### src/rtl/joltage_ascii_parser.sv
// joltage_ascii_parser: turns the ASCII puzzle byte stream into per-battery joltage digit strobes.
// Latency: a byte accepted in cycle N affects the registered outputs in cycle N+1. One digit is held
//   back so that bank_end can be attached to the last digit of a line.
// Backpressure: rx_ready is low only during the single FLUSH cycle that follows an EOT which had a
//   digit pending. No backpressure from downstream is accepted.
// Ports: clk/reset (sync, active-high); rx_data/rx_valid/rx_ready byte handshake;
//   joltage_out/joltage_out_valid/bank_end/end_of_puzzle_tx digit strobe;
//   parse_error (sticky), bank_count (saturating), done.
module joltage_ascii_parser #(
  parameter int BANK_CNT_W = 16
) (
  input  logic                  clk,
  input  logic                  reset,
  input  logic [7:0]            rx_data,
  input  logic                  rx_valid,
  output logic                  rx_ready,
  output logic [3:0]            joltage_out,
  output logic                  joltage_out_valid,
  output logic                  bank_end,
  output logic                  end_of_puzzle_tx,
  output logic                  parse_error,
  output logic [BANK_CNT_W-1:0] bank_count,
  output logic                  done
);

  localparam logic [1:0] ST_PARSE = 2'd0;
  localparam logic [1:0] ST_FLUSH = 2'd1;
  localparam logic [1:0] ST_DONE  = 2'd2;

  localparam logic [7:0] CH_NL  = 8'h0A;
  localparam logic [7:0] CH_CR  = 8'h0D;
  localparam logic [7:0] CH_EOT = 8'h04;

  localparam logic [BANK_CNT_W-1:0] CNT_ONE = {{(BANK_CNT_W-1){1'b0}}, 1'b1};
  localparam logic [BANK_CNT_W-1:0] CNT_MAX = {BANK_CNT_W{1'b1}};

  logic [1:0]            state_q, state_d;
  logic                  pend_vld_q, pend_vld_d;
  logic [3:0]            pend_val_q, pend_val_d;
  logic [1:0]            digits_q, digits_d;
  logic                  rx_ready_q, rx_ready_d;
  logic [3:0]            jolt_q, jolt_d;
  logic                  vld_q, vld_d;
  logic                  be_q, be_d;
  logic                  eop_q, eop_d;
  logic                  err_q, err_d;
  logic [BANK_CNT_W-1:0] cnt_q, cnt_d;
  logic                  done_q, done_d;

  logic accept;
  logic is_digit;

  assign accept   = rx_valid & rx_ready_q;
  assign is_digit = (rx_data >= 8'h31) && (rx_data <= 8'h39);

  always_comb begin
    state_d    = state_q;
    pend_vld_d = pend_vld_q;
    pend_val_d = pend_val_q;
    digits_d   = digits_q;
    jolt_d     = 4'd0;
    vld_d      = 1'b0;
    be_d       = 1'b0;
    eop_d      = 1'b0;
    err_d      = err_q;
    cnt_d      = cnt_q;

    case (state_q)
      ST_PARSE: begin
        if (accept) begin
          if (is_digit) begin
            // Release the previously held digit; it cannot be the last of its bank.
            if (pend_vld_q) begin
              jolt_d = pend_val_q;
              vld_d  = 1'b1;
            end
            pend_vld_d = 1'b1;
            pend_val_d = rx_data[3:0];
            if (digits_q != 2'd3) digits_d = digits_q + 2'd1;
          end else if (rx_data == CH_NL || rx_data == CH_EOT) begin
            // Both terminate the current bank; a bank of exactly one digit is malformed.
            if (pend_vld_q) begin
              jolt_d     = pend_val_q;
              vld_d      = 1'b1;
              be_d       = 1'b1;
              pend_vld_d = 1'b0;
              if (cnt_q != CNT_MAX) cnt_d = cnt_q + CNT_ONE;
            end
            if (digits_q == 2'd1) err_d = 1'b1;
            digits_d = 2'd0;
            if (rx_data == CH_EOT) begin
              if (pend_vld_q) begin
                // End strobe must not share a cycle with the final digit.
                state_d = ST_FLUSH;
              end else begin
                vld_d   = 1'b1;
                eop_d   = 1'b1;
                state_d = ST_DONE;
              end
            end
          end else if (rx_data != CH_CR) begin
            err_d = 1'b1;
          end
        end
      end
      ST_FLUSH: begin
        vld_d   = 1'b1;
        eop_d   = 1'b1;
        state_d = ST_DONE;
      end
      ST_DONE: begin
        // Everything is swallowed until reset.
      end
      default: state_d = ST_PARSE;
    endcase
  end

  assign rx_ready_d = (state_d != ST_FLUSH);
  assign done_d     = (state_d == ST_DONE);

  always_ff @(posedge clk) begin
    if (reset) begin
      state_q    <= ST_PARSE;
      pend_vld_q <= 1'b0;
      pend_val_q <= 4'd0;
      digits_q   <= 2'd0;
      rx_ready_q <= 1'b1;
      jolt_q     <= 4'd0;
      vld_q      <= 1'b0;
      be_q       <= 1'b0;
      eop_q      <= 1'b0;
      err_q      <= 1'b0;
      cnt_q      <= '0;
      done_q     <= 1'b0;
    end else begin
      state_q    <= state_d;
      pend_vld_q <= pend_vld_d;
      pend_val_q <= pend_val_d;
      digits_q   <= digits_d;
      rx_ready_q <= rx_ready_d;
      jolt_q     <= jolt_d;
      vld_q      <= vld_d;
      be_q       <= be_d;
      eop_q      <= eop_d;
      err_q      <= err_d;
      cnt_q      <= cnt_d;
      done_q     <= done_d;
    end
  end

  assign rx_ready          = rx_ready_q;
  assign joltage_out       = jolt_q;
  assign joltage_out_valid = vld_q;
  assign bank_end          = be_q;
  assign end_of_puzzle_tx  = eop_q;
  assign parse_error       = err_q;
  assign bank_count        = cnt_q;
  assign done              = done_q;

endmodule

### config.mk
export PLATFORM = sky130hd
export DESIGN_NAME = joltage_ascii_parser
export DESIGN_NICKNAME = d
export VERILOG_FILES = /design/src/rtl/joltage_ascii_parser.sv
export SDC_FILE = /design/constraint.sdc
export NUM_CORES = 1
export LEC_CHECK = 0
export ABC_AREA = 1
export CAP_MARGIN = 25
export CORE_UTILIZATION = 30
export DETAILED_ROUTE_END_ITERATION = 6
export HOLD_SLACK_MARGIN = 0.06
export PLACE_DENSITY = 0.57
export SKIP_LAST_GASP = 1
export SYNTH_ARGS = -nofsm -noshare
export SYNTH_HDL_FRONTEND = slang
export SYNTH_SLANG_ARGS = --single-unit
### constraint.sdc
create_clock -name clk -period 2.25 [get_ports clk]
set_clock_uncertainty 0.15 [all_clocks]
set_input_delay 0.45 -clock clk [delete_from_list [all_inputs] [get_ports clk]]
set_output_delay 0.45 -clock clk [all_outputs]
set_load 0.01 [all_outputs]
# After elaboration in Yosys (flattened, before gate mapping)
# Index checks and enable logic that the tools add are counted.
op_classes:
  add_sub_neg: 2
  order_cmp: 2
  eq_ne: 12
  muxes: 30
  bitwise: 5
  n_reduce_logical: 12
ops:
  columns: ["operator", "count"]
  rows:
  - ["16-bit by 1-bit adder with 16-bit output, second input constant", 1]
  - ["1-bit two-way mux", 16]
  - ["2-bit two-way mux", 8]
  - ["16-bit inequality test, second input constant", 1]
  - ["4-bit two-way mux", 3]
  - ["8-bit by 3-bit == test with 1-bit output, second input constant", 1]
  - ["8-bit by 4-bit == test with 1-bit output, second input constant", 1]
  - ["8-bit by 6-bit >= comparator with 1-bit output, second input constant", 1]
  - ["8-bit by 6-bit less-or-equal comparator with 1-bit output, second input constant", 1]
  - ["8-bit by 4-bit inequality test with 1-bit output, second input constant", 1]
  - ["2-bit by 1-bit inequality test with 1-bit output, second input constant", 3]
  - ["2-bit one-hot mux with 3 select lines", 1]
  - ["3-bit AND reduction", 2]
  - ["6-bit AND reduction", 1]
  - ["5-bit AND reduction", 1]
  - ["5-bit OR reduction", 1]
  - ["2-bit by 1-bit == test with 1-bit output, second input constant", 2]
  - ["2-bit == test, second input constant", 2]
  - ["1-bit NOT", 4]
  - ["1-bit one-hot mux with 2 select lines", 2]
  - ["4-bit AND reduction", 1]
  - ["2-bit nonzero test", 2]
  - ["3-bit OR reduction", 1]
  - ["2-bit by 1-bit adder with 2-bit output, second input constant", 1]
  - ["5 further kinds", 5]
word_totals:
  reg_bits: 35
  input_bits: 11
  out_inout_bits: 26
  elab_cells: 75

# Longest topological paths before layout
# Gate-level depths: netlist of run 1.
logic_depth:
  ltp_word: 7
  mapped_depth: 10
  ltp_nobuf: 10

# Worst setup path before layout of run 1
# No wires, ideal clock.
synth_timing:
  path_type: "register -> register"
  startpoint: "reg cnt_q[0] (netlist: bank_count[0])"
  endpoint: "reg cnt_q[6] (netlist: bank_count[6])"
  setup_time_ns: 0.132
  arrival_time_ns: 1.419
  required_time_ns: 1.968
  setup_slack_ns: 0.549
  stages_incl_launch_ff: 10
  path_buffers: 1
  synth_period_minus_slack_ns: 1.701
  cell_sequence: "dfxtp_1 -> ha_1 -> nand2_1 -> nor2_4 -> nand2_2 -> nor2_4 -> nor2_4 -> buf_2 -> nand3_1 -> a21oi_1"
synth_via:
  elab_chain_cells: 2
  elab_cells_between_ends: 3
  classes_between: "add/sub: 1; eq/ne: 1; reduce/logical: 1"
synth_lines:
  columns: ["item", "line", "text"]
  rows:
  - ["from (decl)", "47", "logic [BANK_CNT_W-1:0] cnt_q, cnt_d;"]
  - ["from (signal assigned)", "146", "cnt_q <= cnt_d;"]
  - ["branches (longest 2 deep; another with 16-bit by 1-bit adder with 16-bit output)", null, null]
# Parallel ways; which one is timed is not known.
# A chain may end at the register's enable or synchronous reset.

# Final worst setup path of run 1
layout_timing:
  startpoint: "reg cnt_q[0] (netlist: bank_count[0])"
  endpoint: "reg cnt_q[11] (netlist: bank_count[11])"
# Same word-level chain as after synthesis.

==> out/qor.csv, run 1 <==
stage,metric,value,unit
critical_path,cpPeakStageDelay,0.36,ns
synthesis,yosys_warnings,0,
synthesis,synth-simple-area-share,38.2,%
worst_hold_path,min_delay_path_depth,2,
cells_and_area,fillers,658,
synthesis,syn_area_per_cell,6.80,µm²
clocking,cts_root_buffer,clkbuf_8,
critical_path,critPathLaunchType,register,
drt,vias_per_cell,4.62,
synthesis,syn_area,1940,µm²
job,drv_cap,0,
clocking,tritoncts,built,
cells_and_area,final_nets,350,
cells_and_area,n_antenna_cell,0,
placed_design,dp_hpwl,3360,µm
synthesis,synth_top_family_by_area,simple AND/OR/NAND/NOR gates,
sta,relSlewSlack,69.5,%
worst_hold_path,worstHoldStart,pend_val_q[3]$_SDFFE_PP0P_,
synthesis,synthAdderAreaFrac,4.52,%
cells_and_area,syn2layout_area_growth,32.0,%
power_and_ir_drop,p_per_area,533,nW/µm²
clocking,holdBufCountCts,0,
grt,grt_pass1_wl,7850,µm
clocking,cts_inserted_buffers,5,
worst_hold_path,hold_end,joltage_out[3]$_SDFF_PP0_,
clocking,cts_buffer_depth,2,
synthesis,synth_xor_area_share,3.16,%
grt,grt_util_all_layers,15.1,%
critical_path,crit_buf_inv,0,
critical_path,end_kind,register,
synthesis,synthMuxAreaShare,0,%
synthesis,synth-async-reset-ratio,0,%
sta,finalSetupViolCount,0,
power_and_ir_drop,p_sw_share,23.4,%
synthesis,ys_seq_area_share,36.1,%
floorplan,die_width,82.4,µm
grt,grt_overflow_total,0,
cells_and_area,final_area,2560,µm²
power_and_ir_drop,p_total,1.37,mW
drt,totalWireLength,4330,µm
worst_hold_path,hp-class,register to register,
clocking,cts_setup_buffers,0,
critical_path,crit_chain,"ha_1, nand2_1, nor2_4, nand2_2, nor2_4, nor2_4, nand3_4, nand2_1, a21oi_1",
cells_and_area,final_cell_mix,"nand2_1 (74), clkdlybuf4s50_1 (36), dfxtp_1 (35), inv_1 (34), nand3_1 (32)",
power_and_ir_drop,power_leakage,0.998,nW
floorplan,num_rows,28,
synthesis,synth_compound_area_share,9.03,%
floorplan,ios,37,
critical_path,arrival,2.07,ns
synthesis,synth.distinct_cells,26,
critical_path,startpoint,bank_count[0]$_SDFFE_PP0P_,
clocking,post_cts_resized,0,
critical_path,r2r-start,bank_count[0]$_SDFFE_PP0P_,
sta,slew_viol_final,0,
grt,antenna_found_initial,0,
critical_path,critPathTopFamily,simple AND/OR/NAND/NOR gates,
sta,max_freq,0.488,GHz
floorplan,initial_core_util,32.0,%
power_and_ir_drop,switching_power,0.320,mW
clocking,clkTransAtPathRegs,0.08,ns
drt,ant_nets,0,
power_and_ir_drop,power_frac_clock,44.5,%
grt,grt_pass1_vias,1806,
floorplan,die_h,82.4,µm
drt,wl_per_cell,10.6,µm
placed_design,placed_cells,400,
synthesis,syn_nets,303,
drt,drc_errors,0,
synthesis,synth-seq-cells,35,
power_and_ir_drop,seq_power_share,46.4,%
placed_design,post_dp_cell_area,2440,µm²
critical_path,cp_common_cell,nor2_4,
clocking,cts_sinks,35,
placed_design,place.gp.congestion,0.826,
cells_and_area,final_common_cell,nand2_1,
sta,hold_violations,0,
sta,min_period,2.05,ns
critical_path,cp.required,2.27,ns
placed_design,port_buffers,36,
synthesis,synth_edf_count,0,
power_and_ir_drop,combPwrFrac,9.2,%
sta,rsz0062_at_grt,false,
critical_path,slowest_stage,nor2_4,
drt,num_vias,1883,
synthesis,ys.flop_type,dfxtp_1,
grt,grt_max_degree,18,
critical_path,r2r_end,bank_count[11]$_SDFFE_PP0P_,
drt,drtPass1Iterations,6,
drt,drt_iter0_markers,69,
synthesis,syn-instance-count,285,
outcome,status,"finished, final reports clean",
sta,worst_slew_pin_slew,0.456,ns
critical_path,reg2regPathDepth,9,
power_and_ir_drop,ir_drop,0.000252,V
floorplan,die_area,6790,µm²
clocking,clock_latency,0.29,ns
power_and_ir_drop,p_int,1.05,mW
critical_path,r2r_slack,0.20,ns
critical_path,path_class,register to register,
clocking,cts-htree-levels,2,
floorplan,core,6060,µm²
sta,fin_crit_sh,91.0,%
cells_and_area,layout-drive-gt1-share,9.31,%
critical_path,crit_fanout,17,
cells_and_area,stdcell_count,408,
## state kept, by name (all words and copies together), names as in the netlist, 2 cells and up
name,flops
bank_count,16
joltage_out,4
pend_val_q,4
digits_q,2
state_q,2
## metal layers
| metal | part of all wire (%) | global-route usage [%] | up-vias | wire length, µm |
|---|---|---|---|---|
| li1 | - | - | 1009 | - |
| met2 | 48 | 26.4 | 28 | 2070 |
| met1 | 47 | 17.9 | 839 | 2060 |
| met3 | 3.1 | 3.63 | 7 | 133 |
| met4 | 1.6 | 5.26 | 0 | 68 |
| met5 | 0 | 0 | - | 0 |
## worst min-delay path: stages (launching register included)
cell and delay, ns:
dfxtp_1 0.30, inv_1 0.06, nor3_1 0.05
## through the flow
step	TNS, ns	hold slack [ns]	util, %	setup slack, ns
6_report	0	0.299	42.2	0.203
5_1_grt	0	0.322	42.2	0.00977
4_1_cts	0	0.303	42.2	0.182
3_5_place_dp	-0.00632	0.290	40.2	-0.00398
3_3_place_gp	-0.000395	0.290	40.2	-0.000395
2_1_floorplan	0	0.274	-	0.549
## cell families (layout without fill, tap and decap cells)
family	after synthesis	count (layout)
flops	35	35
fa+ha+maj	7	7
xor+xnor	7	7
simple gates	160	160
compound gates	34	34
buf+inv	42	90
## area by class of cell
class	count	area [µm²]	share of cell area (%)
Timing Repair Buffer	45	440	17.2
Tap cell	75	93.8	3.67
Multi-Input combinational cell	208	1060	41.6
Clock buffer	6	82.6	3.23
Inverter	37	139	5.43
Clock inverter	2	38.8	1.52
Sequential cell	35	701	27.4
## worst max path at each step
stage	end	slack [ns]	cells after the start
after floorplan	bank_count[6]$_SDFFE_PP0P_	0.55	9
after global placement	pend_val_q[0]$_SDFFE_PP0P_	-0.0004	7
after detailed placement	bank_count[5]$_SDFFE_PP0P_	-0.004	9
after CTS	bank_count[5]$_SDFFE_PP0P_	0.18	9
after global routing	bank_count[11]$_SDFFE_PP0P_	0.01	9
final	bank_count[11]$_SDFFE_PP0P_	0.20	9
## power by group through the flow
stage	combinational [mW]	sequential, mW	clock, mW
2_1_floorplan	0.0687	0.649	0
3_5_place_dp	0.127	0.648	0
6_report	0.125	0.633	0.607
3_3_place_gp	0.125	0.648	0
5_1_grt	0.141	0.635	0.655
4_1_cts	0.127	0.633	0.630
## synth_stat cells, types with 2 or more instances
library cell  count  share of area [%]
nand2_1          74                 14
dfxtp_1          35                 36
inv_1            34                6.6
nand3_1          32                8.3
nor2_1           29                5.6
a21oi_1          24                6.2
ha_1              7                4.5
o21ai_0           6                1.5
nand4_1           5                1.6
nor2_4            5                2.9
nor3_1            5                1.3
xor2_1            5                2.3
inv_2             3               0.58
nand3b_1          3                1.2
nor2_2            3               0.97
buf_6             2                1.2
clkbuf_1          2               0.39
o21ai_1           2               0.52
xnor2_1           2               0.90
Note: power is estimated with default switching activity, not from simulation.
==> inputs of run 2 (changes only) <==
HOLD_SLACK_MARGIN = unset   (was 0.06)
clock period = 2.39 ns   (was 2.25 ns; I/O delays follow)
==> run 2 against run 1 <==
Total power shrank 0.44%. Global-route usage shrank 0.16 points. Design area down 0.29%. Count of clock-buffer cells in the layout is 1 lower. Highest routed layer unchanged. Largest cell class unchanged.
==> out/qor.csv, run 2 (synthesized netlist as in run 1, its figures left out) <==
stage,metric,value,unit
clocking,cts_buffer_depth,2,
critical_path,cpPeakStageDelay,0.51,ns
cells_and_area,final_util,42.1,%
floorplan,initial_core_util,32.0,%
sta,min_period,1.98,ns
sta,max_freq,0.505,GHz
worst_hold_path,worstHoldStart,pend_val_q[1]$_SDFFE_PP0P_,
outcome,status,"finished, final reports clean",
critical_path,r2r_slack,0.62,ns
placed_design,dp_slack,0.0924,ns
grt,grt_pass1_vias,1758,
sta,slew_viol_final,0,
clocking,post_cts_resized,0,
placed_design,place.gp.congestion,0.813,
drt,totalWireLength,4450,µm
cells_and_area,stdcell_count,405,
placed_design,post_dp_cell_area,2420,µm²
power_and_ir_drop,power_leakage,0.986,nW
critical_path,startpoint,rx_data[2],
drt,vias_per_cell,4.70,
drt,drt_iter0_markers,83,
cells_and_area,final_common_cell,nand2_1,
critical_path,crit_buf_inv,3,
grt,grt_pass1_wl,7580,µm
cells_and_area,largest_reg_flops,16,
clocking,cts_inserted_buffers,5,
critical_path,reg2regPathDepth,9,
grt,antenna_found_initial,0,
cells_and_area,layout-drive-gt1-share,8.48,%
cells_and_area,final_cell_mix,"nand2_1 (74), clkdlybuf4s50_1 (36), dfxtp_1 (35), inv_1 (34), nand3_1 (32)",
floorplan,die_area,6790,µm²
critical_path,path_class,primary input to register,
clocking,clock_latency,0.29,ns
clocking,cts_root_buffer,clkbuf_8,
floorplan,num_rows,28,
critical_path,crit_chain,"clkdlybuf4s50_1, nand2_1, nand3_1, nor2_4, inv_2, nand2_1, inv_1, o21ai_0, o21ai_1",
sta,rsz0062_at_grt,false,
critical_path,slowest_stage,clkdlybuf4s50_1,
floorplan,ios,37,
critical_path,critPathTopFamily,buffers and inverters,
critical_path,arrival,2.02,ns
clocking,cts_sinks,35,
sta,finalSetupViolCount,0,
cells_and_area,fillers,668,
floorplan,core,6060,µm²
worst_hold_path,min_delay_path_depth,2,
grt,grt_util_all_layers,14.9,%
grt,grt_overflow_total,0,
sta,hold_violations,0,
floorplan,die_h,82.4,µm
critical_path,r2r_end,bank_count[14]$_SDFFE_PP0P_,
cells_and_area,syn2layout_area_growth,31.6,%
cells_and_area,n_antenna_cell,0,
placed_design,port_buffers,36,
worst_hold_path,hold_end,joltage_out[1]$_SDFF_PP0_,
clocking,holdBufCountCts,0,
placed_design,placed_cells,397,
critical_path,critPathLaunchType,primary input,
sta,fin_crit_sh,82.8,%
worst_hold_path,hp-class,register to register,
clocking,clkTransAtPathRegs,0.08,ns
clocking,tritoncts,built,
sta,worst_slew_pin_slew,0.353,ns
sta,setup_ws,0.410,ns
critical_path,crit_fanout,8,
drt,wl_per_cell,11.0,µm
grt,grt_max_degree,17,
floorplan,die_width,82.4,µm
critical_path,end_kind,register,
clocking,cts_setup_buffers,0,
clocking,cts-htree-levels,2,
drt,drtPass1Iterations,4,
sta,relSlewSlack,76.4,%
cells_and_area,final_nets,347,
drt,ant_nets,0,
sta,setup_tns,0,ns
power_and_ir_drop,p_per_area,533,nW/µm²
critical_path,cp.required,2.43,ns
cells_and_area,final_area,2550,µm²
job,drv_cap,0,
placed_design,dp_hpwl,3370,µm
drt,drc_errors,0,
critical_path,cp_common_cell,nand2_1,
power_and_ir_drop,ir_drop,0.000259,V
critical_path,r2r-start,bank_count[0]$_SDFFE_PP0P_,
drt,num_vias,1902,
-- run 2: changes by cell type in the layout (fill, tap and decap cells not counted) --
cell / before / now
clkinvlp_4: 0 / 1
bufinv_16: 1 / 2
inv_6: 1 / 0
buf_4: 8 / 5
clkbuf_8: 6 / 5
-- run 2: area by class of cell --
class | count | area [µm²] | area share (%)
clock buffers | 5 | 68.8 | 2.70
clock inverters | 3 | 67.6 | 2.65
inverters | 37 | 139 | 5.44
multi-input cells | 208 | 1060 | 41.7
flip-flops and latches | 35 | 701 | 27.5
well taps | 75 | 93.8 | 3.68
repair buffers | 42 | 418 | 16.4
-- run 2: power by group --
part | switching (mW) | internal [mW]
logic | 0.0683 | 0.0503
clock network | 0.229 | 0.416
registers | 0.00449 | 0.591
total | 0.302 | 1.06
-- run 2: layer usage --
| metal | up-vias | wire length, µm | track usage (%) |
|---|---|---|---|
| met1 | 866 | 2040 | 17.3 |
| met5 | - | 0 | 0 |
| met3 | 6 | 157 | 3.63 |
| li1 | 998 | - | - |
| met2 | 32 | 2180 | 26.0 |
| met4 | 0 | 75 | 6.49 |
-- run 2: worst max path at each step --
stage,endpoint,slack (ns),cells past startpoint
after floorplan,bank_count[6]$_SDFFE_PP0P_,0.69,9
after global placement,pend_val_q[0]$_SDFFE_PP0P_,0.1,7
after detailed placement,pend_vld_q$_SDFFE_PP0P_,0.09,9
after CTS,bank_count[4],0.41,1
after global routing,bank_count[10]$_SDFFE_PP0P_,0.21,10
final,pend_vld_q$_SDFFE_PP0P_,0.41,9
-- run 2: per-stage QoR --
stage	power, mW	hold WS (ns)
after CTS	1.38	0.300
after detailed placement	0.729	0.290
final	1.36	0.297
after global placement	0.728	0.290
after floorplan	0.676	0.274
after global routing	1.42	0.318
-- run 2: worst register-to-register path, cell delays in order (launching register included) --
cell	delay, ns
dfxtp_1	0.40
ha_1	0.21
nand2_1	0.11
nor2_4	0.15
nand2_2	0.10
nor2_4	0.13
nor2_4	0.05
buf_4	0.19
nand3_1	0.11
a21oi_1	0.07
==> inputs of run 3 (changes only) <==
PLACE_DENSITY = 0.59   (was 0.57)
clock period = 1.7 ns   (was 2.39 ns; I/O delays follow)
==> run 3 against run 2 <==
Clock power fell by 4.5%. Total power increased by 24%. Global-route usage up 1.6 points. Core utilization rose by 6.3 points. Count of clock-buffer cells in the layout up 1. Highest routed layer unchanged.
==> out/qor.csv, run 3 (synthesized netlist as in run 1, its figures left out) <==
stage,metric,value,unit
placed_design,place.gp.congestion,0.811,
drt,vias_per_cell,4.71,
sta,rsz0062_at_grt,true,
clocking,cts_inserted_buffers,5,
sta,slew_viol_final,0,
power_and_ir_drop,power_frac_clock,36.6,%
sta,finalSetupViolCount,0,
cells_and_area,final_cell_mix,"nand2_1 (62), inv_1 (29), nand3_1 (28), nor2_1 (24), buf_4 (23)",
placed_design,dp_slack,-0.449,ns
job,drv_cap,0,
floorplan,die_h,82.4,µm
critical_path,cpPeakStageDelay,0.54,ns
critical_path,crit_buf_inv,1,
grt,antenna_found_initial,0,
drt,wl_per_cell,12.2,µm
drt,drc_errors,0,
critical_path,critPathTopFamily,buffers and inverters,
clocking,holdBufCountCts,0,
sta,max_freq,0.602,GHz
clocking,tritoncts,built,
floorplan,ios,37,
sta,relSlewSlack,82.8,%
sta,fin_crit_sh,97.6,%
sta,hold_violations,0,
power_and_ir_drop,p_total,1.68,mW
cells_and_area,final_common_cell,nand2_1,
power_and_ir_drop,seq_power_share,49.9,%
power_and_ir_drop,p_int,1.25,mW
drt,ant_nets,0,
placed_design,port_buffers,36,
power_and_ir_drop,p_per_area,573,nW/µm²
critical_path,crit_fanout,2,
cells_and_area,n_antenna_cell,0,
power_and_ir_drop,combPwrFrac,13.6,%
power_and_ir_drop,power_leakage,1.29,nW
clocking,clock_latency,0.28,ns
drt,drt_iter0_markers,70,
floorplan,die_width,82.4,µm
clocking,cts_buffer_depth,2,
power_and_ir_drop,switching_power,0.430,mW
drt,totalWireLength,5250,µm
critical_path,path_class,register to output pin,
critical_path,arrival,1.17,ns
sta,setup_ws,0.0400,ns
placed_design,dp_hpwl,3550,µm
critical_path,cp.required,1.21,ns
grt,grt_pass1_vias,1859,
placed_design,placed_cells,415,
drt,num_vias,2030,
grt,grt_max_degree,12,
floorplan,initial_core_util,32.0,%
critical_path,critPathLaunchType,register,
floorplan,die_area,6790,µm²
outcome,status,"finished, final reports clean",
grt,grt_util_all_layers,16.5,%
power_and_ir_drop,ir_drop,0.000286,V
critical_path,end_kind,output pin,
cells_and_area,fillers,634,
cells_and_area,syn2layout_area_growth,51.4,%
floorplan,num_rows,28,
power_and_ir_drop,p_sw_share,25.6,%
cells_and_area,largest_reg_flops,16,
sta,timing.hold.ws,0.302,ns
sta,worst_slew_pin_slew,0.257,ns
critical_path,slowest_stage,clkdlybuf4s50_1,
cells_and_area,final_nets,374,
cells_and_area,stdcell_count,431,
floorplan,core,6060,µm²
critical_path,crit_chain,clkdlybuf4s50_1,
grt,grt_overflow_total,0,
clocking,clkTransAtPathRegs,0.07,ns
cells_and_area,layout-drive-gt1-share,28.4,%
drt,drtPass1Iterations,5,
clocking,cts_sinks,35,
worst_hold_path,hp-class,register to register,
sta,min_period,1.66,ns
clocking,cts_root_buffer,clkbuf_8,
grt,grt_pass1_wl,8400,µm
clocking,cts-htree-levels,2,
[run 3: per-layer routing]
metal	GRT usage, %	vias to the layer above	routed length (µm)
li1	-	1054	-
met1	19.3	930	2310
met2	29.8	42	2670
met3	2.64	4	211
met4	6.49	0	55
met5	0	-	0
[run 3: final timing paths]
check | end | startpoint | cells after the start | slack (ns)
hold reg to reg | joltage_out[2]$_SDFF_PP0_ | pend_val_q[2]$_SDFFE_PP0P_ | 2 | 0.30
setup reg to reg | bank_count[1]$_SDFFE_PP0P_ | bank_count[1]$_SDFFE_PP0P_ | 9 | 0.08
setup / recovery | rx_ready | rx_ready$_SDFF_PP1_ | 1 | 0.04
hold / removal | joltage_out[2]$_SDFF_PP0_ | pend_val_q[2]$_SDFFE_PP0P_ | 2 | 0.30
[run 3: cell type report]
cell class	count	area (µm²)	area share (%)
clock buffers	6	82.6	2.81
clock inverters	1	5.00	0.170
inverters	37	144	4.90
multi-input cells	209	1240	42.2
flip-flops and latches	35	722	24.6
well taps	75	93.8	3.20
repair buffers	68	651	22.2
[run 3: repair_timing]
item	CTS	global route
gates cloned	3	0
gates resized for setup	63	32
setup endpoints to repair	43	31
setup buffers	6	1
pin swaps	25	11
[run 3: power by group through the flow]
stage | Sequential [mW] | Clock (mW) | Combinational (mW)
after CTS | 0.838 | 0.632 | 0.219
after global placement | 0.857 | 0 | 0.188
after detailed placement | 0.857 | 0 | 0.191
after floorplan | 0.859 | 0 | 0.0909
after global routing | 0.841 | 0.688 | 0.252
final | 0.840 | 0.616 | 0.228
[run 3: stage by stage]
| stage | setup TNS, ns | util, % | instance area, µm² |
|---|---|---|---|
| floorplan | 0 | - | 1940 |
| global placement | -12.42 | 42.1 | 2550 |
| detailed placement | -12.93 | 42.1 | 2550 |
| CTS | -0.0187 | 46.9 | 2840 |
| global route | -0.0664 | 48.5 | 2940 |
| finish | 0 | 48.5 | 2940 |
